$ cat src/rtl/uart_pkg.sv
// Shared definitions for the parametrised UART receiver: parity modes,
// receiver state encoding and bit-timing helpers.
package uart_pkg;

    localparam int PAR_NONE = 0;
    localparam int PAR_ODD  = 1;
    localparam int PAR_EVEN = 2;

    typedef enum logic [2:0] {
        ST_IDLE,
        ST_START,
        ST_DATA,
        ST_PARITY,
        ST_STOP
    } rx_state_t;

    function automatic int calc_div(input int clk_freq, input int baud);
        return clk_freq / baud;
    endfunction

    function automatic int calc_half(input int clk_freq, input int baud);
        return calc_div(clk_freq, baud) / 2;
    endfunction

endpackage

$ cat src/rtl/uart_rx_front.sv
// RX line front end: synchroniser chain, start-edge detector and a 3-sample
// majority voter whose result is valid on the cycle after the second sample.
module uart_rx_front #(
    parameter int SYNC_STAGES = 2
) (
    input  logic clk,
    input  logic rst_n,
    input  logic rx,
    input  logic sample,
    output logic fall,
    output logic vote
);

    logic [SYNC_STAGES-1:0] sync;
    logic                   line;
    logic                   prev;
    logic [1:0]             samples;

    assign line = sync[SYNC_STAGES-1];

    always_ff @(posedge clk or negedge rst_n) begin
        if (!rst_n) begin
            sync    <= '1;
            // Cleared rather than set: after reset the line has to be seen
            // high before a falling edge can start a frame.
            prev    <= 1'b0;
            samples <= 2'b11;
        end else begin
            // NOTE: non-blocking assignments make every stage take its
            // neighbour's pre-edge value, so the chain shifts one flop per clock.
            sync <= {sync[SYNC_STAGES-2:0], rx};
            prev <= line;
            if (sample) begin
                samples <= {samples[0], line};
            end
        end
    end

    assign fall = prev & ~line;
    assign vote = (samples[0] & samples[1]) | (samples[0] & line) | (samples[1] & line);

endmodule

$ cat src/rtl/uart_rx_param.sv
// Parametrised UART receiver: majority-voted bit sampling, configurable
// framing, one-cycle error pulses and a ready/valid output register.
module uart_rx_param
    import uart_pkg::*;
#(
    parameter int CLK_FREQ    = 50_000_000,
    parameter int BAUD        = 115200,
    parameter int DATA_BITS   = 8,
    parameter int PARITY      = 0,
    parameter int STOP_BITS   = 1,
    parameter int SYNC_STAGES = 2
) (
    input  logic                 clk,
    input  logic                 rst_n,
    input  logic                 rx,
    output logic [DATA_BITS-1:0] m_data,
    output logic                 m_valid,
    input  logic                 m_ready,
    output logic                 frame_err,
    output logic                 parity_err,
    output logic                 overrun_err,
    output logic                 busy
);

    localparam int DIV   = calc_div(CLK_FREQ, BAUD);
    localparam int HALF  = calc_half(CLK_FREQ, BAUD);
    localparam int CNT_W = $clog2(DIV);

    localparam logic [CNT_W-1:0] CNT_S0   = CNT_W'(HALF - 2);
    localparam logic [CNT_W-1:0] CNT_S1   = CNT_W'(HALF - 1);
    localparam logic [CNT_W-1:0] CNT_HALF = CNT_W'(HALF);
    localparam logic [CNT_W-1:0] CNT_END  = CNT_W'(DIV - 1);

    if (DIV < 8) begin : g_bad_div
        $error("uart_rx_param: CLK_FREQ/BAUD must be at least 8");
    end
    if (DATA_BITS < 5 || DATA_BITS > 8) begin : g_bad_data_bits
        $error("uart_rx_param: DATA_BITS must be 5..8");
    end
    if (PARITY < PAR_NONE || PARITY > PAR_EVEN) begin : g_bad_parity
        $error("uart_rx_param: PARITY must be 0, 1 or 2");
    end
    if (STOP_BITS < 1 || STOP_BITS > 2) begin : g_bad_stop_bits
        $error("uart_rx_param: STOP_BITS must be 1 or 2");
    end
    if (SYNC_STAGES < 2) begin : g_bad_sync
        $error("uart_rx_param: SYNC_STAGES must be at least 2");
    end

    rx_state_t            state;
    rx_state_t            state_next;
    logic [CNT_W-1:0]     cnt;
    logic [2:0]           bit_idx;
    logic                 stop_idx;
    logic [DATA_BITS-1:0] shreg;
    logic                 par_acc;
    logic                 frame_flag;
    logic                 fall;
    logic                 vote;
    logic                 sample;
    logic                 at_half;
    logic                 at_end;
    logic                 done;
    logic                 frame_bad;
    logic                 par_bad;

    uart_rx_front #(
        .SYNC_STAGES(SYNC_STAGES)
    ) u_front (
        .clk   (clk),
        .rst_n (rst_n),
        .rx    (rx),
        .sample(sample),
        .fall  (fall),
        .vote  (vote)
    );

    assign at_half   = (cnt == CNT_HALF);
    assign at_end    = (cnt == CNT_END);
    assign sample    = (state != ST_IDLE) && (cnt == CNT_S0 || cnt == CNT_S1);
    // A frame finishes at the centre of its last stop bit so the next start
    // edge can be caught even when the sender runs slightly fast.
    assign done      = (state == ST_STOP) && at_half && (stop_idx == 1'(STOP_BITS - 1));
    assign frame_bad = frame_flag | ~vote;
    assign par_bad   = (PARITY == PAR_NONE) ? 1'b0 : (par_acc ^ (PARITY == PAR_ODD));

    always_ff @(posedge clk or negedge rst_n) begin
        if (!rst_n) begin
            state <= ST_IDLE;
        end else begin
            state <= state_next;
        end
    end

    always_comb begin
        // NOTE: defaults first, so every path assigns each output and no
        // latch is inferred.
        state_next = state;
        busy       = (state != ST_IDLE);
        case (state)
            ST_IDLE:   if (fall) state_next = ST_START;
            ST_START: begin
                if (at_half && vote) state_next = ST_IDLE;
                else if (at_end)     state_next = ST_DATA;
            end
            ST_DATA: begin
                if (at_end && bit_idx == 3'(DATA_BITS - 1)) begin
                    state_next = (PARITY != PAR_NONE) ? ST_PARITY : ST_STOP;
                end
            end
            ST_PARITY: if (at_end) state_next = ST_STOP;
            ST_STOP:   if (done) state_next = ST_IDLE;
            default:   state_next = ST_IDLE;
        endcase
    end

    always_ff @(posedge clk or negedge rst_n) begin
        if (!rst_n) begin
            cnt        <= '0;
            bit_idx    <= '0;
            stop_idx   <= 1'b0;
            shreg      <= '0;
            par_acc    <= 1'b0;
            frame_flag <= 1'b0;
        end else begin
            cnt <= (state == ST_IDLE || state_next != state || at_end) ? '0 : cnt + 1'b1;
            case (state)
                ST_START: begin
                    bit_idx    <= '0;
                    stop_idx   <= 1'b0;
                    par_acc    <= 1'b0;
                    frame_flag <= 1'b0;
                end
                ST_DATA: begin
                    if (at_half) begin
                        shreg   <= {vote, shreg[DATA_BITS-1:1]};
                        par_acc <= par_acc ^ vote;
                    end
                    if (at_end) bit_idx <= bit_idx + 3'd1;
                end
                ST_PARITY: if (at_half) par_acc <= par_acc ^ vote;
                ST_STOP: begin
                    if (at_half && !vote) frame_flag <= 1'b1;
                    if (at_end) stop_idx <= 1'b1;
                end
                default: ;
            endcase
        end
    end

    always_ff @(posedge clk or negedge rst_n) begin
        if (!rst_n) begin
            m_data      <= '0;
            m_valid     <= 1'b0;
            frame_err   <= 1'b0;
            parity_err  <= 1'b0;
            overrun_err <= 1'b0;
        end else begin
            frame_err   <= 1'b0;
            parity_err  <= 1'b0;
            overrun_err <= 1'b0;
            if (m_ready) m_valid <= 1'b0;
            if (done) begin
                frame_err  <= frame_bad;
                parity_err <= par_bad;
                if (!frame_bad && !par_bad) begin
                    if (!m_valid || m_ready) begin
                        m_data  <= shreg;
                        m_valid <= 1'b1;
                    end else begin
                        overrun_err <= 1'b1;
                    end
                end
            end
        end
    end

endmodule

$ cat config.mk
export PLATFORM = sky130hd
export DESIGN_NAME = uart_rx_param
export DESIGN_NICKNAME = d
export VERILOG_FILES = /design/src/rtl/uart_pkg.sv /design/src/rtl/uart_rx_front.sv /design/src/rtl/uart_rx_param.sv
export SDC_FILE = /design/constraint.sdc
export NUM_CORES = 1
export LEC_CHECK = 0
export CORE_ASPECT_RATIO = 1.4
export CORE_MARGIN = 8
export CORE_UTILIZATION = 48
export CTS_CLUSTER_SIZE = 25
export DETAILED_ROUTE_END_ITERATION = 6
export PLACE_DENSITY_LB_ADDON = 0.12
export SYNTH_ARGS = -nofsm -noshare
export SYNTH_HDL_FRONTEND = slang
export SYNTH_SLANG_ARGS = --single-unit
$ cat constraint.sdc
create_clock -name clk -period 3.8 [get_ports clk]
set_input_delay 0.57 -clock clk [delete_from_list [all_inputs] [get_ports clk]]
set_output_delay 0.57 -clock clk [all_outputs]
set_load 0.005 [all_outputs]
Word level (Yosys, flattened, before mapping)
Index checks and enable logic that the tools add are counted.
W data, S select, Z words.
- add/subtract/negate cells: 2
- multiply operators: 0
- div/mod/pow operators: 0
- $lt $le $gt $ge: 0
- equality and inequality tests: 13
- shift operators: 0
- mux-type cells: 22
- bitwise logic cells: 11
- reduce and logical (&&, ||, !) cells: 21
- operator list (cell ; count):
    $eq A9 B8 Y1 const B ; 3
    $mux W3 ; 7
    $pmux W3 S5 ; 1
    $mux W1 ; 10
    $add A9 B1 Y9 const B ; 1
    $eq A9 B9 Y1 const B ; 1
    $mux W9 ; 1
    $reduce_and A2 Y1 ; 4
    $eq A3 B2 Y1 const B ; 2
    $eq A3 B3 Y1 const B ; 2
    $logic_and A1 B1 Y1 ; 6
    $pmux W3 S2 ; 1
    $and A1 B1 Y1 ; 4
    $logic_or A1 B1 Y1 ; 4
    $ne A2 B2 Y1 const B ; 2
    $not A1 Y1 ; 4
    $pmux W1 S2 ; 2
    $reduce_bool A2 Y1 ; 2
    $add A3 B1 Y3 const B ; 1
    $eq A3 B1 Y1 const B ; 1
    $logic_not A3 Y1 ; 1
    $ne A3 B3 Y1 ; 1
    $or A1 B1 Y1 ; 3
    $reduce_and A3 Y1 ; 1
    3 further kinds ; 4
- flip-flop bits (word level): 41
- latch bits: 0
- bits in writable memories: 0
- memory bits (read-only): 0
- input bits: 4
- output and inout port bits: 13
- logic and storage cells: 82
- memories: 0

Longest topological paths before layout
Gate-level depths: netlist of run 1.
- depth after elaboration: 10
- gate-level depth with buffers: 8
- mapped depth without buffers: 6

Cells and area by module
A second synthesis of run 1 with hierarchy kept.
- cell total of the unflattened synthesis: 170
- area total of the unflattened synthesis: 1950.6 um^2
- by module, submodules not included (module ; times used ; cells each ; area an instance (um^2) ; seq. area each (um^2)):
    uart_rx_param ; 1 ; 161 ; 1780.5 ; 900.9
    uart_rx_front ; 1 ; 9 ; 170.2 ; 130.1

Least setup slack after synthesis of run 1
OpenSTA, ideal clock, no wires.
- path type: register to register
- start: reg cnt[1]
- end: reg m_data[0]
- library setup time: 0.125 ns
- arrival time: 1.849 ns
- required time: 3.675 ns
- setup slack: 1.826 ns
- cell stages (with the launch flop): 8
- path buffers: 1
- period minus slack after synthesis: 1.974 ns
- cells stage by stage: dfrtp_1 -> inv_1 -> ha_1 -> and4b_1 -> buf_4 -> nand4b_4 -> nor4b_4 -> mux2_2
- longest elaborated chain between the ends: 4
- RTL lines (item ; RTL line ; RTL):
    from (decl) ; uart_rx_param.sv:52 ; logic [CNT_W-1:0] cnt;
    from (signal assigned) ; uart_rx_param.sv:126 ; cnt <= (state == ST_IDLE || state_next != state || at_end) ? '0 : cnt + 1'b1;
    $eq A9 B8 Y1 ; uart_rx_param.sv:78 ; assign at_half = (cnt == CNT_HALF);
    $logic_and A1 B1 Y1 (2 in series) ; uart_rx_param.sv:83 ; assign done = (state == ST_STOP) && at_half && (stop_idx == 1'(STOP_BITS - 1));
    $reduce_and A3 Y1 (no line) ; n/a ;
    to (signal assigned) ; uart_rx_param.sv:168 ; m_data <= shreg;
    to (decl) ; uart_rx_param.sv:16 ; output logic [DATA_BITS-1:0] m_data,
Every way passes these cells.
A chain may end at the register's enable or synchronous reset.

Worst setup path after layout of run 1
- start: reg state[0]
- end: out busy
- longest elaborated chain between the ends: 1
- RTL lines (item ; RTL line ; RTL):
    from (decl) ; uart_rx_param.sv:50 ; rx_state_t state;
    from (signal assigned) ; uart_rx_param.sv:91 ; state <= state_next;
    $reduce_bool A3 Y1 ; uart_rx_param.sv:99 ; busy = (state != ST_IDLE);
    to (decl) ; uart_rx_param.sv:22 ; output logic busy
Every way passes these cells.

==> impl_metrics.csv, run 1 <==
group,metric,value,unit
cts,cts_resized,0,
floorplan,die_h,90.6,microns
drt,first_pass_iters,4,
drt,num_vias,1293,
grt,antenna_found_initial,0,
cts,clk_path_buf_depth,2,
floorplan,num_rows,27,
timing,tightest_slew,893,ps
min_path,hp-start,"u_front.sync[0]$_DFF_PN1_",
pwr,peakVddDrop,0.372,mV
yosys,synthTopCellsByArea,"dfrtp_1 (49%), mux2_2 (10%), dfstp_2 (5.5%)",
drt,wire_per_inst,16.0,microns
placement,dp.cells,215,
floorplan,ios,17,
cts,cts_buffers,5,
timing,setup-violations-final,0,
drt,routed_wl,3560,microns
yosys,yosys-mux-area-fraction,10.0,%
yosys,ys_async_sr_fraction,100,%
yosys,yosys_warnings,0,
yosys,netlist_area,1910,sq um
pwr,p_total,999,uW
cts,worstSkewPairLatency,290,ps
worst_setup_path,crit-reg2reg-launch,"state[0]$_DFF_PN0_",
drt,ant_nets,0,
grt,grt_pass1_vias,1362,
timing,relSlewSlack,40.5,%
yosys,post_synth.cell_area_avg,11.7,sq um
timing,min_period,2370,ps
worst_setup_path,arrival,1800,ps
grt,overflow,0,
min_path,hold_end,"u_front.sync[1]$_DFF_PN1_",
drt,drcViolationCount,0,
worst_setup_path,cp-end-kind,"output port",
worst_setup_path,critPathMaxStageDelay,530,ps
cts,cts_sinks,41,
floorplan,initial_utilization,49.1,%
cts,cts_hold_buf,0,
cts,post_cts_buffers,0,
yosys,ys.flop_type,"dfrtp_1",
worst_setup_path,worst-r2r-setup-slack,1500,ps
timing,rsz0062_at_grt,"no",
yosys,ys_types,37,
yosys,synth_edf_count,0,
yosys,yosysSeqAreaShare,54.0,%
yosys,netlist.area_leader.share,48.5,%
yosys,synth_fa_ha_area_share,3.28,%
worst_setup_path,r2r-end,"m_data[5]$_DFFE_PN0P_",
worst_setup_path,start_kind,"register",
run_status,outcome,"completed",
worst_setup_path,rr_worst_depth,4,
placement,gp_congestion,0.766,
yosys,synth_most_common_cell,"dfrtp_1",
timing,drv_slew,0,
cells_and_area,utilization,56.2,%
yosys,synth_compound_area_share,8.46,%
cts,cts_root_buf,"clkbuf_8",
pwr,cellPowerDensity,457,nW/um^2
cells_and_area,nets,188,
yosys,synth_top_family_by_area,"simple AND/OR/NAND/NOR gates",
min_path,min_path_type,"reg2reg",
grt,grt_max_degree,42,
yosys,synth-seq-cells,41,
cells_and_area,fin_cells,223,
cts,cts_tree,"yes",
floorplan,die_area,6280,sq um
yosys,synthSimpleGateAreaFrac,18.0,%
drt,initialDrtViolationCount,79,
worst_setup_path,crit_fanout,14,
timing,fin_setup_tns,0,ps
timing,timing.final.ws_setup,1430,ps
pwr,p_leak,0.994,nW
min_path,hold_depth,0,
cts,clk_pin_slew_worst_paths,80,ps
worst_setup_path,cp.required,3230,ps
worst_setup_path,crit_slowest_cell,"or3_2",
timing,max_freq,0.422,GHz
grt,grtUsageTotal,11.9,%
worst_setup_path,worstSetupPathType,"reg2out",
floorplan,core_area,3880,sq um
cts,cts_max_level,2,
cells_and_area,syn_to_final_growth,14.5,%
cells_and_area,antennaDiodeCount,0,
drt,avgViaCountPerCell,5.80,
worst_setup_path,crit_chain,"or3_2, clkdlybuf4s50_1",
floorplan,fp.dieW,69.3,microns
grt,grt_pass1_wl,6340,microns
placement,numPortBuffers,15,
placement,dp_hpwl,2600,microns
placement,preCtsSetupSlack,1490,ps
yosys,synthCells,163,
yosys,synth_xor_area_share,3.21,%
timing,fin_worst_skew,8.03,ps
run,max_cap_viol_count,0,
cells_and_area,drive_gt1_share,19.4,%
yosys,synth_top_cell_by_area,"dfrtp_1",
timing,hold_violations,0,
timing,period_share,62.3,%
yosys,synth_common_cells,"dfrtp_1 (37), mux2_2 (17), nand2_1 (12)",
yosys,syn_nets,172,
[worst max-delay path, delay by kind of cell (launching register included)]
family / cells / cell delay, ps
buffers and inverters: 1 / 470
AND/OR/NAND/NOR: 1 / 530
flip-flops: 1 / 520
[per-layer routing]
metal / global-route usage, % / vias up / wire length, microns
li1: - / 612 / -
met1: 12.8 / 653 / 1420
met2: 21.4 / 24 / 1940
met3: 4.18 / 4 / 160
met4: 3.09 / 0 / 33
met5: 0 / - / 0
[worst max-delay path by stage]
stage,startpoint,end,slack (ps),cells after the start
after floorplan,cnt[1]$_DFF_PN0_,m_data[0]$_DFFE_PN0P_,1830,7
after CTS,state[0]$_DFF_PN0_,busy,1440,2
after global routing,state[0]$_DFF_PN0_,busy,1350,2
after global placement,state[0]$_DFF_PN0_,m_data[6]$_DFFE_PN0P_,1590,4
after detailed placement,state[0]$_DFF_PN0_,m_data[0]$_DFFE_PN0P_,1490,4
final,state[0]$_DFF_PN0_,busy,1430,2
[cell type report]
cell class | instances | area [sq um]
Sequential cell | 41 | 1030
Multi-Input combinational cell | 110 | 825
Clock inverter | 2 | 35.0
Clock buffer | 6 | 72.6
Timing Repair Buffer | 15 | 145
Inverter | 6 | 22.5
Tap cell | 43 | 53.8
Fill cell | 337 | 1700
[registers in the layout, indices dropped and copies added, names as in the netlist]
| register | count |
|---|---|
| cnt | 9 |
| m_data | 8 |
| shreg | 8 |
| bit_idx | 3 |
| state | 3 |
| u_front.samples | 2 |
| u_front.sync | 2 |
| frame_err | 1 |
| frame_flag | 1 |
| m_valid | 1 |
| overrun_err | 1 |
| stop_idx | 1 |
| u_front.prev | 1 |
[cell families (layout without fill, tap and decap cells)]
| kind of cell | after synthesis | count (layout) |
|---|---|---|
| adder cells (fa/ha/maj) | 5 | 5 |
| XOR/XNOR | 7 | 7 |
| flip-flops | 41 | 41 |
| AO/OA/AOI/OAI | 24 | 24 |
| AND/OR/NAND/NOR | 56 | 56 |
| multiplexers | 17 | 17 |
| other | 1 | 1 |
| buffers and inverters | 12 | 29 |
[where the power goes]
part | switching [mW] | internal [mW] | leakage (nW) | total [mW]
registers | 0.0617 | 0.475 | 0.538 | 0.537
logic | 0.0615 | 0.0616 | 0.401 | 0.123
clock network | 0.144 | 0.195 | 0.0552 | 0.339
[layout by cell type (no fill, tap or decap), drive strengths merged, types with 5 or more instances in the layout]
| cell | Yosys | routed |
|---|---|---|
| inv | 6 | 6 |
| xnor2 | 5 | 5 |
| clkbuf | 4 | 6 |
| ha | 5 | 5 |
| nor3 | 8 | 8 |
| nand3 | 8 | 8 |
| o21ai | 10 | 10 |
| nor2 | 10 | 10 |
| clkdlybuf4s50 | 0 | 14 |
| dfrtp | 37 | 37 |
| nand2 | 12 | 12 |
| mux2 | 17 | 17 |
| a32o | 5 | 5 |
[metrics by stage]
stage	area [sq um]	hold WS, ps
final	2180	355
after floorplan	1910	274
after detailed placement	2080	356
after global placement	2080	347
after global routing	2180	356
after CTS	2180	360
Power figures use the tool's default switching activity.
==> run 2, diff against run 1 <==
==> constraint.sdc (replaced) <==
create_clock -name clk -period 2.4 [get_ports clk]
set_input_delay 0.36 -clock clk [delete_from_list [all_inputs] [get_ports clk]]
set_output_delay 0.36 -clock clk [all_outputs]
set_load 0.005 [all_outputs]
==> impl_metrics.csv, run 2 (synthesis gave the netlist of run 1 again) <==
group,metric,value,unit
worst_setup_path,critPathMaxStageDelay,480,ps
grt,grt_pass1_wl,6440,microns
worst_setup_path,start_kind,"register",
worst_setup_path,cp.required,2040,ps
cts,cts_max_level,2,
grt,grt_pass1_vias,1432,
drt,avgViaCountPerCell,5.69,
worst_setup_path,crit_fanout,13,
cts,clk_pin_slew_worst_paths,70,ps
min_path,min_path_type,"in2async",
drt,first_pass_iters,4,
pwr,p_leak,1.01,nW
placement,numPortBuffers,15,
cts,cts_tree,"yes",
placement,gp_congestion,0.776,
placement,place_area,2110,sq um
grt,grt_max_degree,42,
drt,ant_nets,0,
cells_and_area,final_cell_mix,"dfrtp_1 (37), mux2_2 (17), clkdlybuf4s50_1 (14)",
run_status,outcome,"completed",
drt,drcViolationCount,0,
cts,cts_resized,0,
timing,tightest_slew,894,ps
cts,cts_buffers,5,
cells_and_area,top_regs,"cnt (9), m_data (8), shreg (8)",
floorplan,num_rows,27,
cts,post_cts_buffers,0,
floorplan,die_h,90.6,microns
cts,cts_root_buf,"clkbuf_8",
floorplan,die_area,6280,sq um
pwr,peakVddDrop,0.540,mV
run,max_cap_viol_count,0,
cells_and_area,mostFrequentLayoutCell,"dfrtp_1",
grt,antenna_found_initial,0,
cells_and_area,largest_reg_flops,9,
timing,rsz0062_at_grt,"no",
grt,grtUsageTotal,12.4,%
floorplan,initial_utilization,49.1,%
drt,num_vias,1291,
worst_setup_path,cp-end-kind,"output port",
drt,routed_wl,3580,microns
cells_and_area,fin_area,2210,sq um
floorplan,ios,17,
timing,fin_worst_skew,3.96,ps
placement,dp_hpwl,2700,microns
cts,cts_hold_buf,0,
pwr,cellPowerDensity,693,nW/um^2
cts,cts_sinks,41,
timing,fin_setup_tns,0,ps
drt,initialDrtViolationCount,34,
worst_setup_path,crit_slowest_cell,"or3_2",
timing,period_share,90.1,%
cts,worstSkewPairLatency,290,ps
cells_and_area,nets,192,
timing,min_period,2160,ps
drt,wire_per_inst,15.8,microns
worst_setup_path,worstSetupPathType,"reg2out",
floorplan,core_area,3880,sq um
worst_setup_path,worst-r2r-setup-slack,240,ps
timing,drv_slew,0,
cells_and_area,top_register,"cnt",
worst_setup_path,arrival,1800,ps
cells_and_area,drive_gt1_share,21.7,%
floorplan,fp.dieW,69.3,microns
timing,setup-violations-final,0,
cells_and_area,syn_to_final_growth,15.7,%
timing,hold_violations,0,
cts,clk_path_buf_depth,2,
grt,overflow,0,
timing,relSlewSlack,40.4,%
cells_and_area,antennaDiodeCount,0,
timing,max_freq,0.463,GHz
worst_setup_path,crit_chain,"buf_4, or3_2, clkdlybuf4s50_1",
run 2: cell count changes in the layout (fill, tap and decap cells not counted), sizes merged:
cell and change:
buf +4, bufinv -1, clkbuf +1
run 2: layer usage:
layer  share of wire (%)  track usage (%)  routed length [microns]  up-vias
met5                   0                0                        0        -
met4                 1.7             5.32                       61        0
met3                 3.8             3.74                      135        5
met2                  57             23.1                     2040       14
met1                  37             12.1                     1340      654
li1                    -                -                        -      618
run 2: critical path: cells and delay by family (launching register included):
family | cells | cell delay (ps)
and+or+nand+nor | 1 | 480
DFF | 1 | 380
buffers and inverters | 2 | 650
run 2: through the flow:
step	setup slack [ps]	hold slack [ps]	std cells	utilization [%]	power [mW]
after floorplan	426	64.4	163	-	0.993
after detailed placement	221	353	219	54.2	1.06
after global routing	142	278	227	56.8	1.63
final	238	194	227	56.8	1.53
after global placement	304	346	219	54.2	1.04
after CTS	202	223	227	56.8	1.56
run 2: cell type report:
class | instances | area, sq um
sequential | 41 | 1030
inverter | 6 | 22.5
timing repair buffer | 19 | 175
fill | 335 | 1680
multi-input combinational | 110 | 825
tap | 43 | 53.8
clock buffer | 7 | 96.3
clock inverter | 1 | 5.00
run 2: path summary, 6_finish.rpt:
path,startpoint,end,depth (start not counted)
min in group clk,u_front.sync[0]$_DFF_PN1_,u_front.sync[1]$_DFF_PN1_,0
max reg2reg,state[2]$_DFF_PN0_,m_data[5]$_DFFE_PN0P_,4
min,rst_n,m_valid$_DFF_PN0_,1
max,state[0]$_DFF_PN0_,busy,3
max in group asynchronous,rst_n,m_data[6]$_DFFE_PN0P_,1
min reg2reg,u_front.sync[0]$_DFF_PN1_,u_front.sync[1]$_DFF_PN1_,0
run 2: where the power goes:
group / internal [mW] / switching, mW / leakage, nW
logic: 0.0986 / 0.102 / 0.422
registers: 0.753 / 0.0911 / 0.538
clock network: 0.260 / 0.226 / 0.0542
==> run 3, diff against run 2 <==
--- a/config.mk
+++ b/config.mk
@@ -11,6 +11,7 @@
 export CTS_CLUSTER_SIZE = 25
 export DETAILED_ROUTE_END_ITERATION = 6
 export PLACE_DENSITY_LB_ADDON = 0.12
+export SKIP_CTS_REPAIR_TIMING = 1
 export SYNTH_ARGS = -nofsm -noshare
 export SYNTH_HDL_FRONTEND = slang
 export SYNTH_SLANG_ARGS = --single-unit
==> results of run 3 <==
Same layout as run 2: the final DEF is identical, and so are final timing and power.
